**config.mk**
```make
export PLATFORM = sky130hd
export DESIGN_NAME = fetch_stage_flat
export DESIGN_NICKNAME = d
export VERILOG_FILES = /design/src/rtl/fetch_stage_if.sv /design/src/rtl/fetch_stage.sv /design/src/flat_wrapper.sv
export SDC_FILE = /design/constraint.sdc
export NUM_CORES = 1
export LEC_CHECK = 0
export CORE_UTILIZATION = 40
export CTS_CLUSTER_DIAMETER = 50
export CTS_CLUSTER_SIZE = 40
export DETAILED_ROUTE_END_ITERATION = 7
export GPL_ROUTABILITY_DRIVEN = 0
export MAX_ROUTING_LAYER = met4
export PLACE_DENSITY = 0.66
export SYNTH_ARGS = -nofsm -noshare
export SYNTH_HDL_FRONTEND = slang
export SYNTH_SLANG_ARGS = --single-unit
```
**constraint.sdc**
```tcl
create_clock -name clk -period 8.2 [get_ports clk]
set_clock_uncertainty 0.05 [all_clocks]
set_input_delay 1.64 -clock clk [delete_from_list [all_inputs] [get_ports clk]]
set_output_delay 1.64 -clock clk [all_outputs]
set_load 0.02 [all_outputs]
```
**src/rtl/fetch_stage_if.sv**
```systemverilog
// Instruction-memory request/response bus between the fetch stage and instruction memory.
interface fetch_stage_if;
    logic        imem_req;
    logic [31:0] imem_addr;
    logic        imem_ready;
    logic        imem_rvalid;
    logic [31:0] imem_rdata;

    modport master (
        output imem_req,
        output imem_addr,
        input  imem_ready,
        input  imem_rvalid,
        input  imem_rdata
    );

    modport slave (
        input  imem_req,
        input  imem_addr,
        output imem_ready,
        output imem_rvalid,
        output imem_rdata
    );
endinterface

```
**src/rtl/fetch_stage.sv**
```systemverilog
// MIPS instruction-fetch stage: PC, single-outstanding imem handshake, IF/ID register
// with a one-entry skid buffer, and redirect handling that discards stale fetches.
module fetch_stage #(
    parameter logic [31:0] RESET_PC = 32'h0000_0000
) (
    input  logic                 clk,
    input  logic                 reset,
    fetch_stage_if.master        imem,
    input  logic                 stall_d,
    input  logic                 pcsrc_d,
    input  logic [31:0]          pcbranch_d,
    input  logic                 jump_d,
    output logic [31:0]          instr_d,
    output logic [31:0]          pcplus4_d,
    output logic                 valid_d,
    output logic [31:0]          pc_f
);

    typedef enum logic [1:0] {IDLE, WAIT, KILL} state_t;

    state_t      state, state_next;
    logic        redirect, hold, resp_ok, drain, accept, req;
    logic [31:0] target;
    logic        buf_vld;
    logic [31:0] buf_instr, buf_pc4;
    logic [31:0] req_addr;

    // A stall only has meaning while IF/ID holds a live instruction.
    always_comb begin
        redirect = (jump_d | pcsrc_d) & valid_d;
        target   = jump_d ? {pcplus4_d[31:28], instr_d[25:0], 2'b00} : pcbranch_d;
        hold     = stall_d & valid_d;
        resp_ok  = (state == WAIT) & imem.imem_rvalid & ~redirect;
        drain    = buf_vld & ~hold & ~redirect;
        req      = reset & ~redirect & (~buf_vld | drain) &
                   ((state == IDLE) | (resp_ok & ~hold & ~buf_vld));
        accept   = req & imem.imem_ready;
    end

    assign imem.imem_req  = req;
    assign imem.imem_addr = {pc_f[31:2], 2'b00};

    always_comb begin
        state_next = state;
        case (state)
            IDLE: if (accept) state_next = WAIT;
            WAIT: begin
                if (imem.imem_rvalid)
                    state_next = accept ? WAIT : IDLE;
                else if (redirect)
                    state_next = KILL;
            end
            KILL: if (imem.imem_rvalid) state_next = IDLE;
            default: state_next = IDLE;
        endcase
    end

    always_ff @(posedge clk) begin
        if (!reset) begin
            state     <= IDLE;
            pc_f      <= RESET_PC;
            valid_d   <= 1'b0;
            instr_d   <= 32'h0000_0000;
            pcplus4_d <= 32'h0000_0000;
            buf_vld   <= 1'b0;
        end else begin
            state <= state_next;
            if (redirect)
                pc_f <= target;
            else if (accept)
                pc_f <= pc_f + 32'd4;

            // IF/ID priority: redirect, stall, skid buffer, fresh response, bubble.
            if (redirect) begin
                valid_d <= 1'b0;
                buf_vld <= 1'b0;
            end else if (hold) begin
                if (resp_ok)
                    buf_vld <= 1'b1;
            end else if (buf_vld) begin
                instr_d   <= buf_instr;
                pcplus4_d <= buf_pc4;
                valid_d   <= 1'b1;
                buf_vld   <= 1'b0;
            end else if (resp_ok) begin
                instr_d   <= imem.imem_rdata;
                pcplus4_d <= req_addr + 32'd4;
                valid_d   <= 1'b1;
            end else begin
                valid_d <= 1'b0;
            end
        end
    end

    // Data-only registers; their validity is tracked by the FSM and buf_vld.
    always_ff @(posedge clk) begin
        if (accept)
            req_addr <= imem.imem_addr;
        if (resp_ok & hold) begin
            buf_instr <= imem.imem_rdata;
            buf_pc4   <= req_addr + 32'd4;
        end
    end

endmodule

```
**src/flat_wrapper.sv**
```systemverilog
// flat-port wrapper written by rule: the top's interface ports become plain ports
module fetch_stage_flat 
#(
    parameter logic [31:0] RESET_PC = 32'h0000_0000
)
  (clk, reset, stall_d, pcsrc_d, pcbranch_d, jump_d, instr_d, pcplus4_d, valid_d, pc_f, imem_imem_req, imem_imem_addr, imem_imem_ready, imem_imem_rvalid, imem_imem_rdata);
  fetch_stage_if imem_i ();
  input  logic clk;
  input  logic reset;
  input  logic stall_d;
  input  logic pcsrc_d;
  input  logic [31:0] pcbranch_d;
  input  logic jump_d;
  output logic [31:0] instr_d;
  output logic [31:0] pcplus4_d;
  output logic valid_d;
  output logic [31:0] pc_f;
  output wire logic [$bits(imem_i.imem_req)-1:0] imem_imem_req;
  output wire logic [$bits(imem_i.imem_addr)-1:0] imem_imem_addr;
  input wire logic [$bits(imem_i.imem_ready)-1:0] imem_imem_ready;
  input wire logic [$bits(imem_i.imem_rvalid)-1:0] imem_imem_rvalid;
  input wire logic [$bits(imem_i.imem_rdata)-1:0] imem_imem_rdata;
  assign imem_imem_req = imem_i.imem_req;
  assign imem_imem_addr = imem_i.imem_addr;
  assign imem_i.imem_ready = imem_imem_ready;
  assign imem_i.imem_rvalid = imem_imem_rvalid;
  assign imem_i.imem_rdata = imem_imem_rdata;
  fetch_stage #(.RESET_PC(RESET_PC)) u_core (.clk(clk), .reset(reset), .imem(imem_i), .stall_d(stall_d), .pcsrc_d(pcsrc_d), .pcbranch_d(pcbranch_d), .jump_d(jump_d), .instr_d(instr_d), .pcplus4_d(pcplus4_d), .valid_d(valid_d), .pc_f(pc_f));
endmodule
```
==> key figures, run 1 <==
Routing
  – Remaining DRCs: 0
  – DR WL/cell: 19.00 µm
  – Vias: 6839
  – DR iter-0 viols: 345
  – Final WL: 23630 µm
  – Antenna-violating nets left: 0
  – Drt pass-1 iters: 5
  – Via/cell ratio: 5.498

Timing
  – Fin Hold WS: 0.4112 ns
  – Setup TNS: 0 ns
  – Slew Limit Fails: 0
  – Final hold viol count: 0
  – Fmax: 178.5 MHz
  – Least-Margin Pin Slew: 0.9448 ns
  – RSZ-0062 raised after global routing: false
  – Post-layout min period: 5.602 ns
  – Tcrit/Tclk final: 68.32%
  – Setup slack after layout: 2.598 ns
  – Endpoints failing setup: 0
  – Relative slew slack: 37.01%

Synth
  – Number of synthesized flops with an enable pin: 92
  – Synth Instances: 817
  – Count of cell types in the netlist: 63
  – Yosys Warn Count: 0
  – Top FF cell, synth: dfxtp_1
  – Syn_area_per_cell: 10.81 µm²
  – Register area share after synthesis: 53.50%
  – Synth Cell Area: 8831 µm²
  – Synthesized flop and latch total: 190
  – Asr flop ratio synth: 0%

Critical path
  – Critical Path End Type: output port
  – Setup crit start: jump_d
  – CP startpoint kind: primary input
  – Worst reg2reg setup slack: 4.67 ns
  – Maximum net fanout on the critical path: 40
  – R2R depth: 6
  – Critical path class: primary input to output port
  – CP arrival: 3.91 ns
  – CP required: 6.51 ns
  – Setup crit end: imem_imem_req
  – R2R Path End: u_core.instr_d[29]$_SDFFE_PN0P_
  – R2R Path Start: u_core.buf_vld$_SDFFE_PP0P_

Power and ir drop
  – Clock network power share: 38.7%
  – Power Density: 190.3 nW/µm²
  – Flop pwr share: 49.2%
  – P_leak: 0.003741 µW
  – Peak VDD IR: 155.9 µV
  – Sw Ratio: 24.65%
  – P_sw: 533.6 µW
  – Gate power share: 12.1%
  – Internal power: 1631 µW

Clock network
  – Setup Fix Bufs, Post-CTS: 0
  – Worst skew pair latency: 0.43 ns
  – Clock-pin slew of the registers on the worst-case setup and hold paths: 0.07 ns
  – Clock root buffer: clkbuf_16
  – Sink Count: 190
  – H-tree depth: 4
  – Max Buffers Root-to-Sink: 2
  – Post_cts resized: 0
  – Cts bufs inserted: 17
  – Cts hold-fix bufs: 0
  – CTS tree: done

Cells and area
  – Nets: 1030
  – Final antenna diode count: 0
  – Share of cells above drive strength 1: 6.811%
  – FILL cells: 1944
  – Fin util: 53.28%
  – Area of the multi-input gates: 3620 µm²
  – Area Overhead vs Synth: 28.82%
  – Register area: 4728 µm²

Floorplan
  – Io pins: 201
  – Die ar.: 22680 µm²
  – Initial cell density of the core: 41.36%
  – Core area: 21350 µm²
  – Row count: 53
  – Die X-Extent: 150.6 µm
  – Die Ht: 150.6 µm

Placed design
  – Dpl ws: 2.555 ns
  – HPWL Detailed: 16220 µm
  – I/O Buffers: 196

Global route
  – Total global-route track usage: 22.00%
  – Vias in the first global route: 6531
  – Gr ovfl total: 0
  – Initial antenna violation count: 0
  – First-pass GRT wire length: 36380 µm
  – Largest net degree at the start of global routing: 69

Job
  – Max Cap Viol: 0

Run status
  – Status: completed

Worst hold path
  – HP Class: flop to flop
  – Hold Path Stages: 2
[area by class of cell]
cell class	count	share of cell area (%)
well taps	275	3.025
inverters	13	0.4289
multi-input cells	526	31.82
clock inverters	10	1.232
clock buffers	21	3.872
repair buffers	209	18.06
flip-flops and latches	190	41.56
[sequential cells by signal, indices dropped and copies added (netlist names)]
name,cells
u_core.buf_instr,32
u_core.instr_d,32
u_core.pc_f,32
u_core.buf_pc4,30
u_core.pcplus4_d,30
u_core.req_addr,30
u_core.state,2
u_core.buf_vld,1
u_core.valid_d,1
[through the flow]
step	area [µm²]	std cells	total power (µW)
2_1_floorplan	8842	820	1223
3_3_place_gp	10800	1213	1346
3_5_place_dp	10800	1213	1350
4_1_cts	11380	1244	2183
5_1_grt	11380	1244	2238
6_report	11380	1244	2165
[placed cells by master (no fill, tap or decap), types with 3 or more instances in the layout]
master | synthesis | final
nand2b_1 | 5 | 5
bufinv_16 | 0 | 3
or4_1 | 4 | 4
a21oi_1 | 20 | 20
clkbuf_1 | 38 | 4
o31ai_1 | 4 | 4
xor2_1 | 18 | 18
nor4_1 | 11 | 11
nor3_1 | 17 | 15
clkbuf_16 | 0 | 17
and3_1 | 10 | 10
nor3b_1 | 4 | 4
nand3_1 | 31 | 31
xnor2_1 | 30 | 30
o2bb2ai_1 | 14 | 14
nand2_1 | 37 | 37
a31oi_1 | 15 | 15
o22ai_1 | 14 | 14
mux2_2 | 12 | 12
edfxtp_1 | 92 | 92
clkdlybuf4s50_1 | 0 | 195
nand4_1 | 23 | 23
a311oi_1 | 6 | 5
nor2_1 | 55 | 55
nor2b_1 | 17 | 17
o21ai_0 | 20 | 20
and2_1 | 7 | 7
and4_1 | 10 | 10
mux2i_1 | 56 | 56
a211oi_1 | 41 | 41
conb_1 | 1 | 4
a41o_1 | 5 | 5
inv_1 | 11 | 11
nand3b_1 | 3 | 3
or3_1 | 3 | 3
buf_4 | 34 | 13
dfxtp_1 | 98 | 97
[cells in the mapped netlist (15+ instances only)]
library cell / count / area share [%]
xnor2_1: 30 / 3.0
nor2_1: 55 / 2.3
dfxtp_1: 98 / 22
xor2_1: 18 / 1.8
buf_4: 34 / 2.9
edfxtp_1: 92 / 31
mux2i_1: 56 / 6.3
a31oi_1: 15 / 1.1
nor2b_1: 17 / 1.2
nand3_1: 31 / 1.8
clkbuf_1: 38 / 1.6
o21ai_0: 20 / 1.1
nor3_1: 17 / 0.96
nand2_1: 37 / 1.6
nand4_1: 23 / 1.6
a211oi_1: 41 / 3.5
a21oi_1: 20 / 1.1
[power by group through the flow]
stage	Sequential, µW	Clock, µW	Combinational [µW]
4_1_cts	1070	853	265
3_5_place_dp	1090	0	264
6_report	1070	837	262
3_3_place_gp	1090	0	260
5_1_grt	1070	884	284
2_1_floorplan	1100	0	121
[layer usage]
| layer | track usage [%] | part of all wire (%) |
|---|---|---|
| met1 | 28.34 | 44 |
| met2 | 33.39 | 46 |
| met3 | 6.424 | 8.8 |
| met4 | 6.550 | 1.6 |
| met5 | - | 0 |
[worst min path at each step]
| stage | slack [ns] | from | endpoint |
|---|---|---|---|
| 3_5_place_dp | 0.41 | u_core.pcplus4_d[12]$_SDFFE_PN0P_ | u_core.pcplus4_d[12]$_SDFFE_PN0P_ |
| 4_1_cts | 0.42 | u_core.pcplus4_d[12]$_SDFFE_PN0P_ | u_core.pcplus4_d[12]$_SDFFE_PN0P_ |
| 6_report | 0.41 | u_core.pcplus4_d[12]$_SDFFE_PN0P_ | u_core.pcplus4_d[12]$_SDFFE_PN0P_ |
| 2_1_floorplan | 0.45 | u_core.buf_pc4[9]$_DFFE_PP_ | u_core.pcplus4_d[9]$_SDFFE_PN0P_ |
| 3_3_place_gp | 0.40 | u_core.pcplus4_d[10]$_SDFFE_PN0P_ | u_core.pcplus4_d[10]$_SDFFE_PN0P_ |
| 5_1_grt | 0.43 | u_core.pcplus4_d[12]$_SDFFE_PN0P_ | u_core.pcplus4_d[12]$_SDFFE_PN0P_ |
[cell families (layout without fill, tap and decap cells)]
group / count (synthesis) / after routing / synth area share (%)
AND/OR/NAND/NOR: 248 / 248 / 15.08
buffers and inverters: 104 / 253 / 6.064
AO/OA/AOI/OAI: 156 / 156 / 12.40
XOR/XNOR: 48 / 48 / 4.761
flip-flops: 190 / 190 / 53.50
adder cells (fa/ha/maj): 2 / 2 / 0.2833
multiplexers: 68 / 68 / 7.878
other: 1 / 4 / 0.04246
[worst max-delay path: stages]
cell             delay (ns)
buf_2                  0.39
o21ai_2                0.24
buf_4                  0.36
nand2_2                0.32
nor2_1                 0.29
clkdlybuf4s50_1        0.64
Note: power is estimated with default switching activity, not from simulation.
==> run 2: changes to the inputs <==
PLACE_DENSITY = 0.69   (was 0.66)
clock period = 5.04 ns   (was 8.2 ns; I/O delays follow)
==> key figures, run 2 (synthesis results as in run 1) <==
Run status
  – Status: completed

Clock network
  – H-tree depth: 4 (unchanged)
  – Clock root buffer: clkbuf_16
  – Worst skew pair latency: 0.44 ns (about the same)
  – CTS tree: done
  – Setup Fix Bufs, Post-CTS: 0 (unchanged)
  – Clock-pin slew of the registers on the worst-case setup and hold paths: 0.07 ns (about the same)
  – Cts hold-fix bufs: 0 (unchanged)
  – Post_cts resized: 0 (unchanged)
  – Max Buffers Root-to-Sink: 2 (unchanged)
  – Cts bufs inserted: 17 (unchanged)
  – Sink Count: 190 (unchanged)

Timing
  – Relative slew slack: 34.56% (-2.5 points)
  – RSZ-0062 raised after global routing: false
  – Setup TNS: 0 ns (unchanged)
  – Fin Hold WS: 0.4042 ns (-0.006964 ns)
  – Slew Limit Fails: 0 (unchanged)
  – Post-layout min period: 4.116 ns
  – Final hold viol count: 0 (unchanged)
  – Endpoints failing setup: 0 (unchanged)
  – Tcrit/Tclk final: 81.66%
  – Fmax: 243.0 MHz
  – Least-Margin Pin Slew: 0.9816 ns (+0.03677 ns)

Cells and area
  – Most frequent cells in the layout: clkdlybuf4s50_1, dfxtp_1, edfxtp_1
  – Final Cell Area: 11430 µm² (+0.52%)
  – FILL cells: 1897 (-2.4%)
  – Area Overhead vs Synth: 29.48%
  – Commonest non-fill, non-tap cell in the layout: clkdlybuf4s50_1
  – Share of cells above drive strength 1: 7.605% (+0.79 points)
  – Final antenna diode count: 0 (unchanged)
  – Largest registers: u_core.buf_instr x32, u_core.instr_d x32, u_core.pc_f x32
  – Nets: 1033 (+0.29%)

Critical path
  – Critical Path End Type: output port
  – CP arrival: 3.06 ns (-0.85 ns)
  – Crit-path slowest cell: clkdlybuf4s50_1
  – WP depth: 7 (+1)
  – Maximum net fanout on the critical path: 9 (-78%)
  – CP top delay family: buffers and inverters
  – CP startpoint kind: primary input
  – CP required: 3.98 ns (-2.53 ns)
  – Worst path max stage delay: 0.65 ns (about the same)
  – Cell Chain, Critical Path: clkdlybuf4s50_1 > nand2_1 > nand2_1 > o21ai_0 > a22oi_1 > nor2_1 > clkdlybuf4s50_1
  – Critical path class: primary input to output port
  – R2R depth: 6 (unchanged)
  – Buf+Inv Stages, Crit Path: 2 (-1)

Global route
  – Vias in the first global route: 6585 (+0.83%)
  – Total global-route track usage: 21.86% (-0.14 points)
  – Gr ovfl total: 0 (unchanged)
  – Initial antenna violation count: 0 (unchanged)
  – Largest net degree at the start of global routing: 66 (-4.3%)
  – First-pass GRT wire length: 36370 µm (about the same)

Worst hold path
  – HP Class: flop to flop
  – Hold Path Stages: 2 (unchanged)

Floorplan
  – Die Ht: 150.6 µm (unchanged)
  – Core area: 21350 µm² (unchanged)
  – Row count: 53 (unchanged)
  – Io pins: 201 (unchanged)
  – Die ar.: 22680 µm² (unchanged)
  – Initial cell density of the core: 41.36% (unchanged)
  – Die X-Extent: 150.6 µm (unchanged)

Routing
  – Antenna-violating nets left: 0 (unchanged)
  – Remaining DRCs: 0 (unchanged)
  – DR iter-0 viols: 329 (-4.6%)
  – Final WL: 23480 µm (-0.66%)
  – DR WL/cell: 18.81 µm (-0.97%)
  – Vias: 6818 (-0.31%)
  – Drt pass-1 iters: 5 (unchanged)
  – Via/cell ratio: 5.463 (-0.63%)

Power and ir drop
  – P_leak: 0.003775 µW (+0.92%)
  – Peak VDD IR: 222.4 µV (+43%)
  – Power Density: 310.2 nW/µm² (+63%)

Placed design
  – HPWL Detailed: 16230 µm (+0.10%)
  – Placed Area: 10840 µm² (+0.38%)
  – I/O Buffers: 196 (unchanged)

Job
  – Max Cap Viol: 0 (unchanged)
run 2: metrics by stage:
| stage | setup slack (ns) | total power (µW) | utilization, % | cells |
|---|---|---|---|---|
| after floorplan | 0.4680 | 1990 | - | 820 |
| after global placement | 1.006 | 2192 | 50.75 | 1216 |
| after detailed placement | 0.9674 | 2197 | 50.75 | 1216 |
| after CTS | 0.9614 | 3569 | 53.55 | 1248 |
| after global routing | 0.8638 | 3665 | 53.55 | 1248 |
| final | 0.9243 | 3547 | 53.55 | 1248 |
run 2: area by class of cell:
type / instances / area [µm²] / area share (%)
tap: 275 / 344.1 / 3.009
timing repair buffer: 212 / 2090 / 18.27
clock buffer: 19 / 442.9 / 3.874
clock inverter: 13 / 155.1 / 1.357
multi-input combinational: 526 / 3626 / 31.71
sequential: 190 / 4728 / 41.35
inverter: 13 / 48.80 / 0.4267
run 2: worst reg2reg max path, delay by kind of cell (launching register included):
kind,cells,cell delay (ns)
buffers and inverters,3,0.99
flip-flops,1,0.96
AO/OA/AOI/OAI,2,0.92
AND/OR/NAND/NOR,1,0.10
run 2: power by group:
group / total [µW] / switching, µW / leakage, µW / internal, µW
registers: 1730 / 61.9 / 0.00165 / 1670
clock network: 1380 / 626 / 0.000292 / 758
logic: 431 / 225 / 0.00184 / 206
total: 3550 / 913 / 0.00378 / 2630
run 2: layer usage:
layer  up-vias  track usage [%]  share of wire, %
met3        27            4.545               7.4
met4         0            6.350               1.2
li1       3325                -                 -
met1      3212            29.14                45
met5         -                -                 0
met2       254            33.46                46
run 2: worst paths after layout:
path / slack, ns / startpoint / to
setup reg to reg: 1.93 / u_core.buf_vld$_SDFFE_PP0P_ / u_core.instr_d[18]$_SDFFE_PN0P_
hold reg to reg: 0.40 / u_core.pc_f[1]$_SDFFE_PN0P_ / u_core.pc_f[1]$_SDFFE_PN0P_
setup / recovery: 0.92 / stall_d / imem_imem_req
hold / removal: 0.40 / u_core.pc_f[1]$_SDFFE_PN0P_ / u_core.pc_f[1]$_SDFFE_PN0P_
==> run 3: changes to the inputs <==
PLACE_DENSITY = 0.66   (was 0.69)
clock period = 4.24 ns   (was 5.04 ns; I/O delays follow)
==> key figures, run 3 (synthesis results as in run 1) <==
Floorplan
  – Die Ht: 150.6 µm (unchanged)
  – Io pins: 201 (unchanged)
  – Die X-Extent: 150.6 µm (unchanged)
  – Core area: 21350 µm² (unchanged)
  – Die ar.: 22680 µm² (unchanged)
  – Initial cell density of the core: 41.36% (unchanged)
  – Row count: 53 (unchanged)

Routing
  – DR WL/cell: 19.13 µm (+1.7%)
  – Via/cell ratio: 5.464 (about the same)
  – Drt pass-1 iters: 8 (+3)
  – Antenna-violating nets left: 0 (unchanged)
  – Vias: 6830 (+0.18%)
  – Remaining DRCs: 0 (unchanged)
  – DR iter-0 viols: 362 (+10%)
  – Final WL: 23920 µm (+1.9%)

Cells and area
  – Largest registers: u_core.buf_instr x32, u_core.instr_d x32, u_core.pc_f x32
  – Nets: 1035 (+0.19%)
  – Final antenna diode count: 0 (unchanged)
  – Share of cells above drive strength 1: 7.897% (+0.29 points)
  – Commonest non-fill, non-tap cell in the layout: clkdlybuf4s50_1
  – Area Overhead vs Synth: 29.61% (about the same)
  – Final Cell Area: 11450 µm² (about the same)
  – Most frequent cells in the layout: clkdlybuf4s50_1, dfxtp_1, edfxtp_1
  – Final Non-Filler Cells: 1250 (+0.16%)

Critical path
  – Critical path class: primary input to output port
  – Worst path max stage delay: 0.65 ns (about the same)
  – CP required: 3.34 ns (-0.64 ns)
  – CP startpoint kind: primary input
  – R2R Path Start: u_core.buf_vld$_SDFFE_PP0P_
  – R2R depth: 7 (+1)
  – R2R Path End: u_core.pc_f[14]$_SDFFE_PN0P_
  – Buf+Inv Stages, Crit Path: 2 (unchanged)
  – Cell Chain, Critical Path: clkdlybuf4s50_1 > nand2_1 > nand2_1 > o21ai_0 > a22oi_1 > nor2_1 > clkdlybuf4s50_1
  – Crit-path slowest cell: clkdlybuf4s50_1
  – Critical Path End Type: output port
  – CP arrival: 2.88 ns (-0.18 ns)
  – Worst reg2reg setup slack: 1.67 ns (-0.26 ns)
  – Maximum net fanout on the critical path: 9 (unchanged)
  – CP top delay family: buffers and inverters

Job
  – Max Cap Viol: 0 (unchanged)

Clock network
  – Clock root buffer: clkbuf_16
  – CTS tree: done
  – Cts bufs inserted: 17 (unchanged)
  – Worst skew pair latency: 0.44 ns (about the same)
  – H-tree depth: 4 (unchanged)
  – Post_cts resized: 0 (unchanged)
  – Sink Count: 190 (unchanged)
  – Setup Fix Bufs, Post-CTS: 0 (unchanged)
  – Clock-pin slew of the registers on the worst-case setup and hold paths: 0.07 ns (about the same)
  – Max Buffers Root-to-Sink: 2 (unchanged)
  – Cts hold-fix bufs: 0 (unchanged)

Timing
  – Setup TNS: 0 ns (unchanged)
  – Slew Limit Fails: 0 (unchanged)
  – Tcrit/Tclk final: 89.18%
  – Post-layout min period: 3.781 ns
  – RSZ-0062 raised after global routing: false
  – Least-Margin Pin Slew: 0.9524 ns (-0.02913 ns)
  – Setup slack after layout: 0.4587 ns (-0.4657 ns)
  – Fmax: 264.5 MHz
  – Relative slew slack: 36.50% (+1.9 points)
  – Endpoints failing setup: 0 (unchanged)
  – Final hold viol count: 0 (unchanged)

Power and ir drop
  – Flop pwr share: 48.7% (about the same)
  – Sw Ratio: 26.14% (+0.39 points)
  – Clock network power share: 39.1% (about the same)
  – Internal power: 3121 µW (+19%)
  – P_sw: 1104 µW (+21%)
  – Power Density: 369.2 nW/µm² (+19%)
  – Gate power share: 12.2% (about the same)
  – Peak VDD IR: 292.0 µV (+31%)
  – P_leak: 0.003787 µW (+0.32%)
  – Total power: 4226 µW (+19%)

Run status
  – Status: completed

Global route
  – Gr ovfl total: 0 (unchanged)
  – Initial antenna violation count: 0 (unchanged)
  – Vias in the first global route: 6552 (-0.50%)
  – First-pass GRT wire length: 36490 µm (+0.34%)
  – Total global-route track usage: 22.05% (+0.20 points)
  – Largest net degree at the start of global routing: 71 (+7.6%)

Placed design
  – HPWL Detailed: 16730 µm (+3.0%)
  – Placed cells: 1218 (+0.16%)
  – I/O Buffers: 196 (unchanged)
  – Placed Area: 10840 µm² (about the same)
  – Dpl ws: 0.5016 ns (-0.4659 ns)

Worst hold path
  – Hold Path Stages: 2 (unchanged)
  – Worst hold path endpoint: u_core.pc_f[0]$_SDFFE_PN0P_
  – HP Class: flop to flop
  – Min-delay src: u_core.pc_f[0]$_SDFFE_PN0P_
run 3: cell types whose count changed in the layout (fill, tap and decap cells not counted), moves of 2 or more:
cell,before,now
buf_4,15,18
clkinv_4,1,3
inv_6,6,4
inv_8,0,2
run 3: cell type report:
type	instances	area [µm²]
timing repair buffer	214	2092
multi-input combinational	526	3632
inverter	13	48.80
clock inverter	15	177.7
tap	275	344.1
fill	1893	9907
clock buffer	17	425.4
sequential	190	4726
run 3: worst min-delay path, stage by stage, from the launching register on:
cell	delay, ns
dfxtp_1	0.31
nand2_1	0.05
a21oi_1	0.05
run 3: how the worst max path moves through the flow:
| stage | start | endpoint | slack, ns | cells after the start |
|---|---|---|---|---|
| final | stall_d | imem_imem_req | 0.46 | 7 |
| after global routing | stall_d | imem_imem_req | 0.37 | 7 |
| after CTS | stall_d | imem_imem_req | 0.49 | 7 |
| after floorplan | pcsrc_d | u_core.buf_instr[0]$_DFFE_PP_ | 0.76 | 4 |
| after detailed placement | stall_d | imem_imem_req | 0.50 | 7 |
| after global placement | stall_d | imem_imem_req | 0.51 | 7 |
run 3: per-layer routing:
metal / track usage, % / part of all wire, % / vias to the layer above
met3: 6.212 / 7.9 / 24
met1: 28.69 / 45 / 3232
li1: - / - / 3328
met2: 33.46 / 46 / 246
met4: 6.300 / 1.3 / 0
met5: - / 0 / -
run 3: power by group through the flow:
| stage | clock (µW) | combinational, µW | sequential, µW |
|---|---|---|---|
| final | 1650 | 515 | 2060 |
| after global routing | 1740 | 553 | 2070 |
| after CTS | 1670 | 518 | 2060 |
| after detailed placement | 0 | 516 | 2100 |
| after global placement | 0 | 511 | 2100 |
| after floorplan | 0 | 236 | 2130 |
run 3: per-stage QoR:
step                      utilization [%]  hold slack [ns]
final                               53.60           0.4016
after detailed placement            50.78           0.3950
after CTS                           53.60           0.4054
after global routing                53.60           0.4333
after floorplan                         -           0.4480
after global placement              50.78           0.3914
